File: src/rtl/regfile_pkg.sv
// Shared definitions for the register-file write-back arbiter.
//   DEF_DATA_W / DEF_ADDR_W / DEF_NREGS : default widths and register count
//   req_id_e                            : requester identity (A = ALU, B = load)
//   other_req()                         : the requester that is not the one given
package regfile_pkg;

  localparam int DEF_DATA_W = 32;
  localparam int DEF_ADDR_W = 5;
  localparam int DEF_NREGS  = 32;

  typedef enum logic {
    REQ_A = 1'b0,
    REQ_B = 1'b1
  } req_id_e;

  function automatic req_id_e other_req(input req_id_e r);
    return (r == REQ_A) ? REQ_B : REQ_A;
  endfunction

endpackage

File: src/rtl/regfile_wb_arbiter_if.sv
// Write-back bus between the two requesters, the arbiter and the register file.
//   a_valid/a_ready/a_addr/a_data : ALU write-back request channel
//   b_valid/b_ready/b_addr/b_data : load-return write-back request channel
//   wr_le/wr_data/wr_en/wr_addr   : write stage driving the Register32 LE/D pins
//
// Handshake: a request transfers on a rising edge where valid && ready are both
// high. Ready may depend combinationally on valid. A requester whose valid is
// high and not yet accepted keeps valid, addr and data stable until accepted.
interface regfile_wb_arbiter_if #(
  parameter int DATA_W = 32,
  parameter int ADDR_W = 5,
  parameter int NREGS  = 32
);

  logic              a_valid;
  logic              a_ready;
  logic [ADDR_W-1:0] a_addr;
  logic [DATA_W-1:0] a_data;

  logic              b_valid;
  logic              b_ready;
  logic [ADDR_W-1:0] b_addr;
  logic [DATA_W-1:0] b_data;

  logic [NREGS-1:0]  wr_le;
  logic [DATA_W-1:0] wr_data;
  logic              wr_en;
  logic [ADDR_W-1:0] wr_addr;

  // Requester / observer side.
  modport master (
    output a_valid, a_addr, a_data,
    output b_valid, b_addr, b_data,
    input  a_ready, b_ready,
    input  wr_le, wr_data, wr_en, wr_addr
  );

  // Arbiter side.
  modport slave (
    input  a_valid, a_addr, a_data,
    input  b_valid, b_addr, b_data,
    output a_ready, b_ready,
    output wr_le, wr_data, wr_en, wr_addr
  );

endinterface

File: src/rtl/regfile_wb_arbiter_decoder.sv
// Register-address decoder: one-hot load enable per register.
//   addr_i   : register address
//   en_i     : decode enable; when low the output is all zero
//   onehot_o : one bit per register, bit addr_i set when enabled
module reg_addr_decoder #(
  parameter int ADDR_W = 5,
  parameter int NREGS  = 32
) (
  input  logic [ADDR_W-1:0] addr_i,
  input  logic              en_i,
  output logic [NREGS-1:0]  onehot_o
);

  always_comb begin
    onehot_o = '0;
    for (int i = 0; i < NREGS; i++) begin
      if (en_i && (addr_i == ADDR_W'(i))) begin
        onehot_o[i] = 1'b1;
      end
    end
  end

endmodule

File: src/rtl/regfile_wb_arbiter.sv
// Two-requester round-robin write-back arbiter for the register file.
// Grants one of the ALU (A) or load-return (B) write-backs per cycle, registers
// the winner into a one-cycle write stage that drives the Register32 LE/D pins,
// and offers a forwarding match against a read-port address.
//   Clk        : clock, rising edge
//   Clr        : asynchronous active-low reset
//   hold       : suppresses all grants while high
//   wb         : write-back bus (slave side), see regfile_wb_arbiter_if
//   rd_addr    : read-port address checked against the in-flight write
//   fwd_hit    : in-flight write targets rd_addr (never for register 0)
//   fwd_data   : data of the in-flight write
//   last_grant : requester granted most recently (0 = A, 1 = B)
//   rr_ptr     : round-robin pointer, exposed for observation
module regfile_wb_arbiter
  import regfile_pkg::*;
#(
  parameter int DATA_W = DEF_DATA_W,
  parameter int ADDR_W = DEF_ADDR_W,
  parameter int NREGS  = DEF_NREGS
) (
  input  logic                 Clk,
  input  logic                 Clr,
  input  logic                 hold,
  regfile_wb_arbiter_if.slave  wb,
  input  logic [ADDR_W-1:0]    rd_addr,
  output logic                 fwd_hit,
  output logic [DATA_W-1:0]    fwd_data,
  output logic                 last_grant,
  output logic                 rr_ptr
);

  req_id_e           rr_ptr_q,     rr_ptr_d;
  req_id_e           last_grant_q, last_grant_d;
  logic              wr_en_q,      wr_en_d;
  logic [ADDR_W-1:0] wr_addr_q,    wr_addr_d;
  logic [DATA_W-1:0] wr_data_q,    wr_data_d;

  logic              grant_a;
  logic              grant_b;
  logic              contend;
  logic              xfer;
  logic [ADDR_W-1:0] sel_addr;
  logic [DATA_W-1:0] sel_data;

  // Grant and next-state logic. Grants are also gated by Clr so that neither
  // ready can rise while the block is held in reset.
  always_comb begin
    grant_a      = 1'b0;
    grant_b      = 1'b0;
    contend      = wb.a_valid && wb.b_valid;
    rr_ptr_d     = rr_ptr_q;
    last_grant_d = last_grant_q;
    wr_en_d      = 1'b0;
    wr_addr_d    = wr_addr_q;
    wr_data_d    = wr_data_q;

    if (Clr && !hold) begin
      if (contend) begin
        grant_a = (rr_ptr_q == REQ_A);
        grant_b = (rr_ptr_q == REQ_B);
      end else begin
        grant_a = wb.a_valid;
        grant_b = wb.b_valid;
      end
    end

    xfer     = grant_a || grant_b;
    sel_addr = grant_b ? wb.b_addr : wb.a_addr;
    sel_data = grant_b ? wb.b_data : wb.a_data;

    if (xfer) begin
      last_grant_d = grant_b ? REQ_B : REQ_A;
      // Register 0 is hardwired zero: accept the write but never present it.
      wr_en_d      = (sel_addr != '0);
      wr_addr_d    = sel_addr;
      wr_data_d    = sel_data;
      // The pointer only moves on contention, and then to the loser.
      if (contend) begin
        rr_ptr_d = other_req(last_grant_d);
      end
    end
  end

  always_ff @(posedge Clk or negedge Clr) begin
    if (!Clr) begin
      rr_ptr_q     <= REQ_A;
      last_grant_q <= REQ_A;
      wr_en_q      <= 1'b0;
      wr_addr_q    <= '0;
      wr_data_q    <= '0;
    end else begin
      rr_ptr_q     <= rr_ptr_d;
      last_grant_q <= last_grant_d;
      wr_en_q      <= wr_en_d;
      wr_addr_q    <= wr_addr_d;
      wr_data_q    <= wr_data_d;
    end
  end

  reg_addr_decoder #(
    .ADDR_W (ADDR_W),
    .NREGS  (NREGS)
  ) u_dec (
    .addr_i   (wr_addr_q),
    .en_i     (wr_en_q),
    .onehot_o (wb.wr_le)
  );

  assign wb.a_ready = grant_a;
  assign wb.b_ready = grant_b;
  assign wb.wr_en   = wr_en_q;
  assign wb.wr_addr = wr_addr_q;
  assign wb.wr_data = wr_data_q;

  assign fwd_hit    = wr_en_q && (wr_addr_q == rd_addr) && (rd_addr != '0);
  assign fwd_data   = wr_data_q;
  assign last_grant = last_grant_q;
  assign rr_ptr     = rr_ptr_q;

endmodule

File: src/flat_wrapper.sv
// flat-port wrapper written by rule: the top's interface ports become plain ports
module regfile_wb_arbiter_flat import regfile_pkg::*;
#(
  parameter int DATA_W = DEF_DATA_W,
  parameter int ADDR_W = DEF_ADDR_W,
  parameter int NREGS  = DEF_NREGS
)
  (Clk, Clr, hold, rd_addr, fwd_hit, fwd_data, last_grant, rr_ptr, wb_a_valid, wb_a_addr, wb_a_data, wb_b_valid, wb_b_addr, wb_b_data, wb_a_ready, wb_b_ready, wb_wr_le, wb_wr_data, wb_wr_en, wb_wr_addr);
  regfile_wb_arbiter_if #(.DATA_W(DATA_W), .ADDR_W(ADDR_W), .NREGS(NREGS)) wb_i ();
  input  logic Clk;
  input  logic Clr;
  input  logic hold;
  input  logic [ADDR_W-1:0] rd_addr;
  output logic fwd_hit;
  output logic [DATA_W-1:0] fwd_data;
  output logic last_grant;
  output logic rr_ptr;
  input wire logic [$bits(wb_i.a_valid)-1:0] wb_a_valid;
  input wire logic [$bits(wb_i.a_addr)-1:0] wb_a_addr;
  input wire logic [$bits(wb_i.a_data)-1:0] wb_a_data;
  input wire logic [$bits(wb_i.b_valid)-1:0] wb_b_valid;
  input wire logic [$bits(wb_i.b_addr)-1:0] wb_b_addr;
  input wire logic [$bits(wb_i.b_data)-1:0] wb_b_data;
  output wire logic [$bits(wb_i.a_ready)-1:0] wb_a_ready;
  output wire logic [$bits(wb_i.b_ready)-1:0] wb_b_ready;
  output wire logic [$bits(wb_i.wr_le)-1:0] wb_wr_le;
  output wire logic [$bits(wb_i.wr_data)-1:0] wb_wr_data;
  output wire logic [$bits(wb_i.wr_en)-1:0] wb_wr_en;
  output wire logic [$bits(wb_i.wr_addr)-1:0] wb_wr_addr;
  assign wb_i.a_valid = wb_a_valid;
  assign wb_i.a_addr = wb_a_addr;
  assign wb_i.a_data = wb_a_data;
  assign wb_i.b_valid = wb_b_valid;
  assign wb_i.b_addr = wb_b_addr;
  assign wb_i.b_data = wb_b_data;
  assign wb_a_ready = wb_i.a_ready;
  assign wb_b_ready = wb_i.b_ready;
  assign wb_wr_le = wb_i.wr_le;
  assign wb_wr_data = wb_i.wr_data;
  assign wb_wr_en = wb_i.wr_en;
  assign wb_wr_addr = wb_i.wr_addr;
  regfile_wb_arbiter #(.DATA_W(DATA_W), .ADDR_W(ADDR_W), .NREGS(NREGS)) u_core (.Clk(Clk), .Clr(Clr), .hold(hold), .wb(wb_i), .rd_addr(rd_addr), .fwd_hit(fwd_hit), .fwd_data(fwd_data), .last_grant(last_grant), .rr_ptr(rr_ptr));
endmodule
File: config.mk
export PLATFORM = sky130hd
export DESIGN_NAME = regfile_wb_arbiter_flat
export DESIGN_NICKNAME = d
export VERILOG_FILES = /design/src/rtl/regfile_pkg.sv /design/src/rtl/regfile_wb_arbiter_if.sv /design/src/rtl/regfile_wb_arbiter_decoder.sv /design/src/rtl/regfile_wb_arbiter.sv /design/src/flat_wrapper.sv
export SDC_FILE = /design/constraint.sdc
export NUM_CORES = 1
export LEC_CHECK = 0
export BUFFER_PORTS_ARGS = -buffer_cell sky130_fd_sc_hd__buf_2
export CAP_MARGIN = 20
export CORE_MARGIN = 3
export CORE_UTILIZATION = 40
export CTS_CLUSTER_DIAMETER = 100
export DETAILED_ROUTE_END_ITERATION = 16
export GPL_ROUTABILITY_DRIVEN = 0
export GPL_TIMING_DRIVEN = 0
export PLACE_DENSITY = 0.82
export SLEW_MARGIN = 20
export SYNTH_ARGS = -nofsm -noshare
export SYNTH_HDL_FRONTEND = slang
export SYNTH_SLANG_ARGS = --single-unit
File: constraint.sdc
create_clock -name Clk -period 1.7 [get_ports Clk]
set_input_delay 0.085 -clock Clk [delete_from_list [all_inputs] [get_ports Clk]]
set_output_delay 0.085 -clock Clk [all_outputs]
set_load 0.1 [all_outputs]
==> metrics.sh, run 1 <==
REPORT.FINAL.SLEW_VIOL_COUNT=0
LAYOUT_MIN_CYCLE_TIME_NS=1.844
SYNTHCELLS=267
NUMBER_OF_INSERTED_DIODES=0
WORST_SLEW_PIN_SLEW_NS=0.5164
POST-ROUTE-WORST-SETUP-SLACK_NS=-0.1444
WORST_PATH_MAX_DELAY_CELL='dfrtp_4'
FINALCLOCKSKEW_NS=0.009928
AREA_OF_THE_PLACEABLE_CORE_MM2=0.005956
FINAL_SETUP_VIOLS=18
TIMING.SETUP.CRITICAL_PATH_CLASS='register to primary output'
DOMINANTREGCELLSYNTH='dfrtp_1'
SYNTH.LIB_CELLS_USED.DISTINCT=25
NFILLCELLS=359
SYNTH_LARGEST_TYPE_AREA_FRACTION=0.4024
DP.FINAL_HPWL_MM=6.921
SYNTH_TOP_CELLS_BY_AREA='dfrtp_1 40%, a221o_1 15%, and3_1 10%, buf_4 9.7%, nor2_1 5.3%'
HOLD_VIOLATION_COUNT_IN_THE_FINAL_REPORT=0
TIMING.CRITICAL_PATH.CELLS='buf_6 -> xnor2_4 -> nand3_2 -> a211oi_4 -> buf_12'
FAILING_CHECKS='negative setup slack'
MIN_PERIOD_OVER_PERIOD=1.085
DRC=0
NUMBER_OF_SYNTHESIZED_FLOPS_WITH_AN_ENABLE_PIN=0
NUMBER_OF_GLOBAL_ROUTE_VIAS_BEFORE_REPAIR=3123
NUM_IO_PINS=191
ENDPOINT_KIND='primary output'
SYNTHMOSTINSTANTIATEDCELL='and3_1'
DIE_WIDTH_UM=84.86
SYNTH_SEQUENTIAL_AREA_RATIO=0.4024
CLK_LATENCY_NS=0.30
ROUTED-VIA-COUNT=3248
ROUTED_WIRELENGTH_MM=12.13
SYNTH_LARGEST_AREA_CELL='dfrtp_1'
OUTCOME='complete, but fails checks'
CLK_TRANSITION_REPORTED_PATHS_NS=0.09
CTS_MAX_PATH_BUFFERS=2
PWR_CELL_AREA_mW_PER_MM2=1521
YOSYS_WARNINGS=0
WORST-ENDPOINT-ARRIVAL_NS=1.76
CLOCK.FMAX_GHz=0.5422
FP.DIEH_UM=84.86
GRT_SETUP_UNREPAIRED='yes'
SYN2LAYOUT_AREA_GROWTH_PCT=92.76
FIN_SETUP_TNS_NS=-0.9159
CPPEAKSTAGEDELAY_NS=0.52
STANDARD_CELL_ROW_COUNT=28
DRV.MAX_CAP_VIOLATION_COUNT=0
CP.REQUIRED_NS=1.62
SLEW_HEADROOM=0.6558
GRT_OVERFLOW=0
NET_COUNT_OF_THE_MAPPED_NETLIST=351
LAYOUT-DRIVE-GT1-SHARE=0.6695
FP.DIEAREA_MM2=0.007200
TRITONCTS='done'
CTS-ROOT-BUF='clkbuf_8'
MAX-VDD-IR-DROP_uV=1572
START_UTIL=0.4176
FINAL_NETS=561
DRTANTENNAVIOLNETS=0
GRT_PASS1_WL_MM=16.80
START_KIND='register'
SYNTH.AVG_CELL_AREA_UM2=9.316
SYNTH-ASYNC-RESET-RATIO=1.000
HOLDCRITPATHCLASS='primary input to register'
MOST_COMMON_LIBRARY_CELLS_AFTER_SYNTHESIS='41 x and3_1, 40 x dfrtp_1, 37 x a221o_1'
LEAKAGE_uW=0.002393
VIAS_PER_CELL=5.873
DRT_ITER0_DRC=281
DPL_WORST_SLACK_NS=-0.5882
CTS_MADE_BUFFERS=5
H-TREE-DEPTH=2
PATH_MAX_FANOUT=5
GRT_MAX_DEGREE=41
MAPPEDNETLISTAREA_MM2=0.002487
YS_FF_LATCH=40
DETAILEDROUTE.FIRSTPASSITERATIONCOUNT=6
NUMCLOCKSINKS=40
ANTENNA_FOUND_INITIAL=1
ROUTED_WIRE_LENGTH_PER_INSTANCE_UM=21.94
GLOBALROUTETOTALUTIL=0.3022
IO_BUFFERS=190
==> final timing paths <==
kind	start	endpoint	slack, ns	cells after the start
max	u_core.wb.wr_addr[1]	fwd_hit	-0.14	5
min	wb_a_data[19]	u_core.fwd_data[19]	0.01	2
max reg2reg	u_core.rr_ptr	u_core.wb.wr_addr[3]	0.12	4
min reg2reg	u_core.last_grant	u_core.last_grant	0.49	1
max in group asynchronous	Clr	u_core.wb.wr_addr[2]	1.12	3
min in group asynchronous	Clr	u_core.last_grant	0.35	3
==> per-stage QoR <==
step | instance area, um2 | hold slack, ns | utilization | cells | total power (uW)
global placement | 3940 | 0.2518 | 0.6616 | 532 | 6064
finish | 4795 | 0.01143 | 0.8050 | 553 | 7292
CTS | 4554 | 0.01301 | 0.7647 | 547 | 7078
detailed placement | 3940 | 0.2695 | 0.6616 | 532 | 6111
floorplan | 2895 | -0.2106 | - | 267 | 5394
global route | 4795 | 0.01314 | 0.8050 | 553 | 7469
==> final cells by class <==
cell class / count / area, um2 / share of cell area
plain buffers: 54 / 374.1 / 0.07803
inverters: 1 / 3.754 / 0.0007829
clock buffers: 6 / 82.58 / 0.01722
multi-input cells: 168 / 1562 / 0.3257
clock inverters: 2 / 38.79 / 0.008090
well taps: 75 / 93.84 / 0.01957
repair buffers: 207 / 1613 / 0.3364
flip-flops and latches: 40 / 1027 / 0.2142
==> where the power goes <==
group,switching (uW),internal (uW)
logic,3910,1080
registers,246,1190
clock network,380,481
==> placed cells by master (no fill, tap or decap), types with 6 or more instances in the layout <==
| cell type | count |
|---|---|
| clkbuf_1 | 10 |
| and3_1 | 41 |
| buf_4 | 43 |
| nor2_4 | 33 |
| clkbuf_8 | 6 |
| dfrtp_1 | 33 |
| a221o_1 | 37 |
| buf_2 | 159 |
| buf_6 | 14 |
| a21boi_0 | 15 |
| dfrtp_4 | 7 |
| buf_12 | 32 |
==> per-layer routing <==
layer  track usage  vias up  part of all wire
li1              -     1367                 -
met5             0        -           0.00082
met4        0.1525        2             0.059
met2        0.5566      297              0.52
met1        0.3245     1514              0.32
met3       0.06311       68              0.10
==> cells by family after synthesis <==
kind of cell | after synthesis | synth area share
AOI/OAI and AO/OA | 59 | 0.2153
xor gates and xnor gates | 5 | 0.01760
buffers and inverters | 59 | 0.1474
DFF | 40 | 0.4024
and+or+nand+nor | 104 | 0.2173
==> sequential cells by signal (all words and copies together) (netlist names) <==
signal             count
u_core.fwd_data       32
u_core.wb.wr_addr      5
u_core.last_grant      1
u_core.rr_ptr          1
u_core.wb.wr_en        1
==> critical path: cells and delay by family (launching register included) <==
kind	cells	cell delay, ns
flip-flops	1	0.52
buffers and inverters	2	0.37
AO/OA/AOI/OAI	1	0.32
XOR/XNOR	1	0.13
AND/OR/NAND/NOR	1	0.10
==> repair_timing <==
| item | 4_1_cts | 5_1_grt |
|---|---|---|
| hold endpoints to repair | 40 | 0 |
| resized for setup | 121 | 46 |
| pin swaps | 10 | 19 |
| setup buffers | 9 | 6 |
| hold buffers | 2 | 0 |
| endpoints found under the setup margin | 74 | 35 |
(Power assumes the default switching activity.)
==> run 2: changes to the inputs <==
--- a/config.mk
+++ b/config.mk
@@ -5,7 +5,7 @@
 export SDC_FILE = /design/constraint.sdc
 export NUM_CORES = 1
 export LEC_CHECK = 0
-export BUFFER_PORTS_ARGS = -buffer_cell sky130_fd_sc_hd__buf_2
+export BUFFER_PORTS_ARGS = -buffer_cell sky130_fd_sc_hd__clkbuf_2
 export CAP_MARGIN = 20
 export CORE_MARGIN = 3
 export CORE_UTILIZATION = 40
@@ -14,6 +14,7 @@
 export GPL_ROUTABILITY_DRIVEN = 0
 export GPL_TIMING_DRIVEN = 0
 export PLACE_DENSITY = 0.82
+export RECOVER_POWER = 25
 export SLEW_MARGIN = 20
 export SYNTH_ARGS = -nofsm -noshare
 export SYNTH_HDL_FRONTEND = slang
==> metrics.sh, run 2 (same netlist as run 1, synthesis figures left out) <==
OUTCOME='complete, but fails checks'
FAILING_CHECKS='negative setup slack'
FINAL_NETS=571  # +1.8%
AREA_OF_THE_PLACEABLE_CORE_MM2=0.005956  # unchanged
MAX-VDD-IR-DROP_uV=1722  # +9.6%
FINALCLOCKSKEW_NS=0.008442  # -0.001486 ns
FP.DIEAREA_MM2=0.007200  # unchanged
NUM_IO_PINS=191  # unchanged
WORST-ENDPOINT-ARRIVAL_NS=1.80  # +0.04 ns
GRT_MAX_DEGREE=41  # unchanged
MIN_PATH_CELLS=2  # unchanged
CTS-ROOT-BUF='clkbuf_8'
CP.REQUIRED_NS=1.62  # about the same
LAYOUT.CORE_UTILIZATION=0.8422  # +0.03718
MET1_LENGTH_MM=4.416  # +12%
NFILLCELLS=305  # -15%
START_KIND='register'
ROUTED.TOP_LAYER='met4'
CLOCK.FMAX_GHz=0.5306  # -2.1%
POST-ROUTE-WORST-SETUP-SLACK_NS=-0.1848  # -0.04037 ns
REPORT.FINAL.SLEW_VIOL_COUNT=0  # unchanged
DRTANTENNAVIOLNETS=0  # unchanged
CTS_MADE_BUFFERS=5  # unchanged
DP.FINAL_HPWL_MM=6.793  # -1.8%
NUMCLOCKSINKS=40  # unchanged
MET3ROUTEDLENGTH_MM=1.546  # +27%
NUMPLACEDINSTANCES=532  # unchanged
GRT_SETUP_UNREPAIRED='yes'
LAYOUT.CELLS.MOST_COMMON='clkbuf_2'
TIMING.CRITICAL_PATH.BUF_INV=2  # unchanged
FINAL-SEQ-AREA_MM2=0.001027  # unchanged
ROUTED_WIRELENGTH_MM=13.87  # +14%
IO_BUFFERS=190  # unchanged
ROUTED_WIRE_LENGTH_PER_INSTANCE_UM=24.63  # +12%
PATH_MAX_FANOUT=4  # -1
START_UTIL=0.4176  # unchanged
NUMBER_OF_INSERTED_DIODES=0  # unchanged
STDCELL_COUNT=563  # +1.8%
RR_WORST_DEPTH=4  # unchanged
SLEW_HEADROOM=0.3262  # -0.3296
VIAS_PER_CELL=6.041  # +2.9%
DIE_WIDTH_UM=84.86  # unchanged
LARGEST_REG_FLOPS=32  # unchanged
MULTI_INPUT_AREA_MM2=0.001582  # +1.3%
HOLDCRITPATHCLASS='primary input to register'
LAYOUT-DRIVE-GT1-SHARE=0.6742  # +0.004724
CLK_TRANSITION_REPORTED_PATHS_NS=0.09  # about the same
TIMING.CRITICAL_PATH.CELLS='buf_8 -> nor2b_4 -> nand3_4 -> nor2_4 -> clkbuf_16'
CLK_LATENCY_NS=0.30  # about the same
GLOBALROUTETOTALUTIL=0.3348  # +0.03256
LAYOUT_MIN_CYCLE_TIME_NS=1.885  # +0.04037 ns
CRIT_FAMILY='simple AND/OR/NAND/NOR gates'
H-TREE-DEPTH=2  # unchanged
WORST_PATH_MAX_DELAY_CELL='dfrtp_4'
ENDPOINT_KIND='primary output'
NUMBER_OF_GLOBAL_ROUTE_VIAS_BEFORE_REPAIR=3270  # +4.7%
ANTENNA_FOUND_INITIAL=0  # -1
LEAKAGE_uW=0.002502  # +4.6%
GRT_OVERFLOW=0  # unchanged
CRITICAL_PATH_CELL_COUNT=5  # unchanged
SYN2LAYOUT_AREA_GROWTH_PCT=101.7
MIN_PERIOD_OVER_PERIOD=1.109  # +0.02375
TRITONCTS='done'
CTS_MAX_PATH_BUFFERS=2  # unchanged
FINAL_SETUP_VIOLS=27  # +9
FP.DIEH_UM=84.86  # unchanged
TIMING.SETUP.CRITICAL_PATH_CLASS='register to primary output'
DRV.MAX_CAP_VIOLATION_COUNT=0  # unchanged
DRT_ITER0_DRC=420  # +49%
GRT_PASS1_WL_MM=18.59  # +11%
PWR_CELL_AREA_mW_PER_MM2=1479  # -2.7%
DETAILEDROUTE.FIRSTPASSITERATIONCOUNT=5  # -1
DRC=0  # unchanged
WL_MET2_MM=6.653  # +6.4%
FINAL_CELL_MIX='155 x clkbuf_2, 53 x buf_4, 41 x and3_1'
ROUTED-VIA-COUNT=3401  # +4.7%
HOLD_VIOLATION_COUNT_IN_THE_FINAL_REPORT=0  # unchanged
CPPEAKSTAGEDELAY_NS=0.53  # about the same
STANDARD_CELL_ROW_COUNT=28  # unchanged
WORST_SLEW_PIN_SLEW_NS=1.011  # +0.4944 ns
==> run 2: cell types whose count changed in the layout (fill, tap and decap cells not counted), moves of 4 or more <==
| cell | previous run | this run |
|---|---|---|
| buf_4 | 43 | 53 |
| clkbuf_16 | 0 | 22 |
| buf_12 | 32 | 13 |
| clkbuf_2 | 0 | 155 |
| buf_6 | 14 | 10 |
| buf_2 | 159 | 5 |
==> run 2: worst register-to-register path: cells and delay by family, from the launching register on <==
family,cells,cell delay [ns]
buffers and inverters,1,0.37
DFF,1,0.43
and+or+nand+nor,1,0.16
AOI/OAI and AO/OA,2,0.58
==> run 2: layout make-up <==
| type | count | area share |
|---|---|---|
| Tap cell | 75 | 0.01871 |
| Multi-Input combinational cell | 168 | 0.3153 |
| Inverter | 1 | 0.0007483 |
| Clock buffer | 6 | 0.01646 |
| Sequential cell | 40 | 0.2048 |
| Clock inverter | 2 | 0.007733 |
| Timing Repair Buffer | 217 | 0.3617 |
| Buffer | 54 | 0.07458 |
==> run 2: what timing repair did <==
item | in CTS | in global routing
pin swaps | 10 | 18
hold buffers | 2 | 0
resized for setup | 113 | 50
buffers inserted | 13 | 12
setup endpoints to repair | 75 | 35
endpoints found under the hold margin | 40 | 0
==> run 2: through the flow <==
stage / TNS [ns] / hold WS (ns) / power [uW] / setup WS, ns / cell area [um2]
2_1_floorplan: -6.110 / -0.2106 / 5394 / -0.3394 / 2895
3_3_place_gp: -22.53 / 0.2871 / 6064 / -0.6233 / 3940
3_5_place_dp: -24.54 / 0.3042 / 6103 / -0.6746 / 3940
4_1_cts: -0.1981 / 0.01272 / 7098 / -0.07167 / 4791
5_1_grt: -2.509 / 0.01335 / 7606 / -0.2023 / 5016
6_report: -1.799 / 0.02027 / 7420 / -0.1848 / 5016
==> run 2: path summary, 6_finish.rpt <==
check | endpoint | slack, ns | startpoint
worst min-delay path | u_core.fwd_data[22] | 0.02 | wb_a_data[22]
max in group asynchronous | u_core.wb.wr_addr[1] | 0.23 | Clr
worst min register to register | u_core.last_grant | 0.48 | u_core.last_grant
worst max-delay path | wb_wr_le[26] | -0.18 | u_core.wb.wr_addr[2]
worst max register to register | u_core.wb.wr_en | 0.01 | u_core.rr_ptr
min in group asynchronous | u_core.fwd_data[4] | 0.73 | Clr
==> run 2: per-layer routing <==
metal | global-route usage | vias up
met3 | 0.07864 | 107
met4 | 0.1496 | 0
li1 | - | 1380
met5 | 0 | -
met2 | 0.6050 | 340
met1 | 0.3722 | 1574
==> run 2: where the power goes <==
part	switching [uW]	total, uW	internal (uW)
Combinational	3990	5120	1120
Clock	361	842	481
Sequential	268	1460	1190
==> run 3: changes to the inputs <==
--- a/config.mk
+++ b/config.mk
@@ -5,6 +5,7 @@
 export SDC_FILE = /design/constraint.sdc
 export NUM_CORES = 1
 export LEC_CHECK = 0
+export ABC_AREA = 1
 export BUFFER_PORTS_ARGS = -buffer_cell sky130_fd_sc_hd__clkbuf_2
 export CAP_MARGIN = 20
 export CORE_MARGIN = 3
==> metrics.sh, run 3 <==
OUTCOME='complete, but fails checks'
FAILING_CHECKS='negative setup slack'
SYNTH.LIB_CELLS_USED.DISTINCT=22  # -12%
CLK_TRANSITION_REPORTED_PATHS_NS=0.09  # about the same
MAX-VDD-IR-DROP_uV=1020  # -41%
SYNTH_SEQUENTIAL_AREA_RATIO=0.4090  # +0.006583
FINAL_NETS=650  # +14%
SYNTH_LARGEST_TYPE_AREA_FRACTION=0.4090  # +0.006583
DETAILEDROUTE.FIRSTPASSITERATIONCOUNT=4  # -1
ROUTED_WIRELENGTH_MM=11.46  # -17%
YS_FF_LATCH=40  # unchanged
DP.FINAL_HPWL_MM=6.895  # +1.5%
LAYOUT_MIN_CYCLE_TIME_NS=1.851  # -0.03345 ns
GRT_SETUP_UNREPAIRED='yes'
HOLDCRITPATHCLASS='primary input to register'
SYNTHCELLS=348  # +30%
FINALCLOCKSKEW_NS=0.01175  # +0.003305 ns
CTS_MADE_BUFFERS=5  # unchanged
ROUTED_WIRE_LENGTH_PER_INSTANCE_UM=17.93  # -27%
LARGEST_REG_FLOPS=32  # unchanged
DRTANTENNAVIOLNETS=0  # unchanged
LAYOUT.CELLS.MOST_COMMON='clkbuf_2'
GRT_PASS1_WL_MM=16.79  # -9.7%
DIE_WIDTH_UM=84.22  # -0.75%
FIN_SETUP_TNS_NS=-1.515  # +0.2837 ns
START_KIND='register'
FP.DIEAREA_MM2=0.007093  # -1.5%
STANDARD_CELL_ROW_COUNT=27  # -3.6%
CLOCK.FMAX_GHz=0.5402  # +1.8%
H-TREE-DEPTH=2  # unchanged
FIN_WORST_HOLD_SLACK_NS=0.005831  # -0.01444 ns
MOST_COMMON_LIBRARY_CELLS_AFTER_SYNTHESIS='92 x nand2_1, 56 x nor2_1, 40 x dfrtp_1'
NUMBER_OF_SYNTHESIZED_FLOPS_WITH_AN_ENABLE_PIN=0  # unchanged
NUMBER_OF_GLOBAL_ROUTE_VIAS_BEFORE_REPAIR=3278  # +0.24%
MAPPEDNETLISTAREA_MM2=0.002447  # -1.6%
NET_COUNT_OF_THE_MAPPED_NETLIST=432  # +23%
GLOBALROUTETOTALUTIL=0.2966  # -0.03816
VIAS_PER_CELL=5.135  # -15%
FINAL_CELL_MIX='156 x clkbuf_2, 78 x nand2_1, 44 x buf_4'
NUMCLOCKSINKS=40  # unchanged
TIMING.SETUP.CRITICAL_PATH_CLASS='register to primary output'
NUM_IO_PINS=191  # unchanged
NUMBER_OF_INSERTED_DIODES=0  # unchanged
YOSYS_WARNINGS=0  # unchanged
ANTENNA_FOUND_INITIAL=0  # unchanged
SYNTHMOSTINSTANTIATEDCELL='nand2_1'
CP.REQUIRED_NS=1.62  # about the same
SYNTH.AVG_CELL_AREA_UM2=7.033  # -25%
ROUTED-VIA-COUNT=3281  # -3.5%
SYN2LAYOUT_AREA_GROWTH_PCT=91.72
DRC=0  # unchanged
WORST_SLEW_PIN_SLEW_NS=0.9843  # -0.02645 ns
CLK_LATENCY_NS=0.30  # about the same
START_UTIL=0.4287  # +0.01102
TOTALPOWERFINAL_uW=5836  # -21%
CTS_MAX_PATH_BUFFERS=2  # unchanged
REPORT.FINAL.SLEW_VIOL_COUNT=0  # unchanged
GRT_MAX_DEGREE=41  # unchanged
PATH_MAX_FANOUT=7  # +3
TRITONCTS='done'
SYNTH-ASYNC-RESET-RATIO=1.000  # unchanged
CTS-ROOT-BUF='clkbuf_8'
DOMINANTREGCELLSYNTH='dfrtp_1'
DRT_ITER0_DRC=127  # -70%
SLEW_HEADROOM=0.3438  # +0.01764
SYNTH_LARGEST_AREA_CELL='dfrtp_1'
MIN_PERIOD_OVER_PERIOD=1.089  # -0.01968
DRV.MAX_CAP_VIOLATION_COUNT=0  # unchanged
HOLD_VIOLATION_COUNT_IN_THE_FINAL_REPORT=0  # unchanged
MIN_PATH_CELLS=3  # +1
FINAL_SETUP_VIOLS=21  # -22%
PWR_CELL_AREA_mW_PER_MM2=1244  # -16%
POST-ROUTE-WORST-SETUP-SLACK_NS=-0.1513  # +0.03345 ns
WORST-ENDPOINT-ARRIVAL_NS=1.77  # -0.03 ns
AREA_OF_THE_PLACEABLE_CORE_MM2=0.005709  # -4.1%
FP.DIEH_UM=84.22  # -0.75%
DPL_WORST_SLACK_NS=-0.6899  # -0.01530 ns
LAYOUT-DRIVE-GT1-SHARE=0.5767  # -0.09746
ENDPOINT_KIND='primary output'
NFILLCELLS=346  # +13%
LAYOUT.CORE_UTILIZATION=0.8218  # -0.02040
IO_BUFFERS=190  # unchanged
SYNTH_TOP_CELLS_BY_AREA='dfrtp_1 41%, nand2_1 14%, buf_4 11%, nor2_1 8.6%, nand3_1 7.6%'
RR_WORST_DEPTH=7  # +3
LEAKAGE_uW=0.002406  # -3.9%
GRT_OVERFLOW=0  # unchanged
-- run 3: layer usage --
metal / vias to the layer above / global-route usage / part of all wire
li1: 1504 / - / -
met1: 1554 / 0.3249 / 0.35
met2: 195 / 0.5531 / 0.55
met3: 28 / 0.06477 / 0.066
met4: 0 / 0.1140 / 0.032
met5: - / 0 / 0
-- run 3: stage by stage --
step           instance area [um2]  instances
2_1_floorplan                 2754        348
3_3_place_gp                  3795        610
3_5_place_dp                  3795        610
4_1_cts                       4536        632
5_1_grt                       4692        639
6_report                      4692        639
-- run 3: final timing paths --
path / startpoint / end / slack [ns]
max reg2reg: u_core.rr_ptr / u_core.fwd_data[17] / 0.27
max in group asynchronous: Clr / u_core.wb.wr_addr[0] / 0.19
min: wb_a_data[16] / u_core.fwd_data[16] / 0.006
max: u_core.wb.wr_addr[0] / wb_wr_le[29] / -0.15
min reg2reg: u_core.last_grant / u_core.last_grant / 0.48
min in group asynchronous: Clr / u_core.fwd_data[13] / 0.76
-- run 3: cell families after synthesis --
logic type | after synthesis | share of synthesized area
AO/OA/AOI/OAI | 44 | 0.09203
AND/OR/NAND/NOR | 192 | 0.3236
XOR/XNOR | 1 | 0.003579
buffers and inverters | 71 | 0.1718
flip-flops | 40 | 0.4090
-- run 3: cell type report --
type,count,area (um2),area share
Buffer,48,379.1,0.08080
Multi-Input combinational cell,237,1394,0.2971
Sequential cell,40,1027,0.2189
Inverter,23,88.84,0.01893
Clock inverter,3,46.29,0.009867
Timing Repair Buffer,211,1598,0.3405
Tap cell,72,90.09,0.01920
Clock buffer,5,68.82,0.01467
-- run 3: timing repair --
item,CTS,global route
hold endpoints to repair,49,1
resized for setup,90,39
pin swaps,3,5
setup buffers,2,6
cloned,1,0
hold buffers,11,1
setup endpoints to repair,70,34
-- run 3: critical path: stages, from the launching register on --
cell      delay (ns)
dfrtp_4         0.48
inv_1           0.10
nor2_2          0.29
nand2_1         0.23
nor2_4          0.13
clkbuf_8        0.25
-- run 3: report_power, final --
part / total, uW / switching (uW) / internal, uW
registers: 1340 / 201 / 1130
logic: 3710 / 3010 / 700
clock network: 795 / 353 / 442
total: 5840 / 3560 / 2280
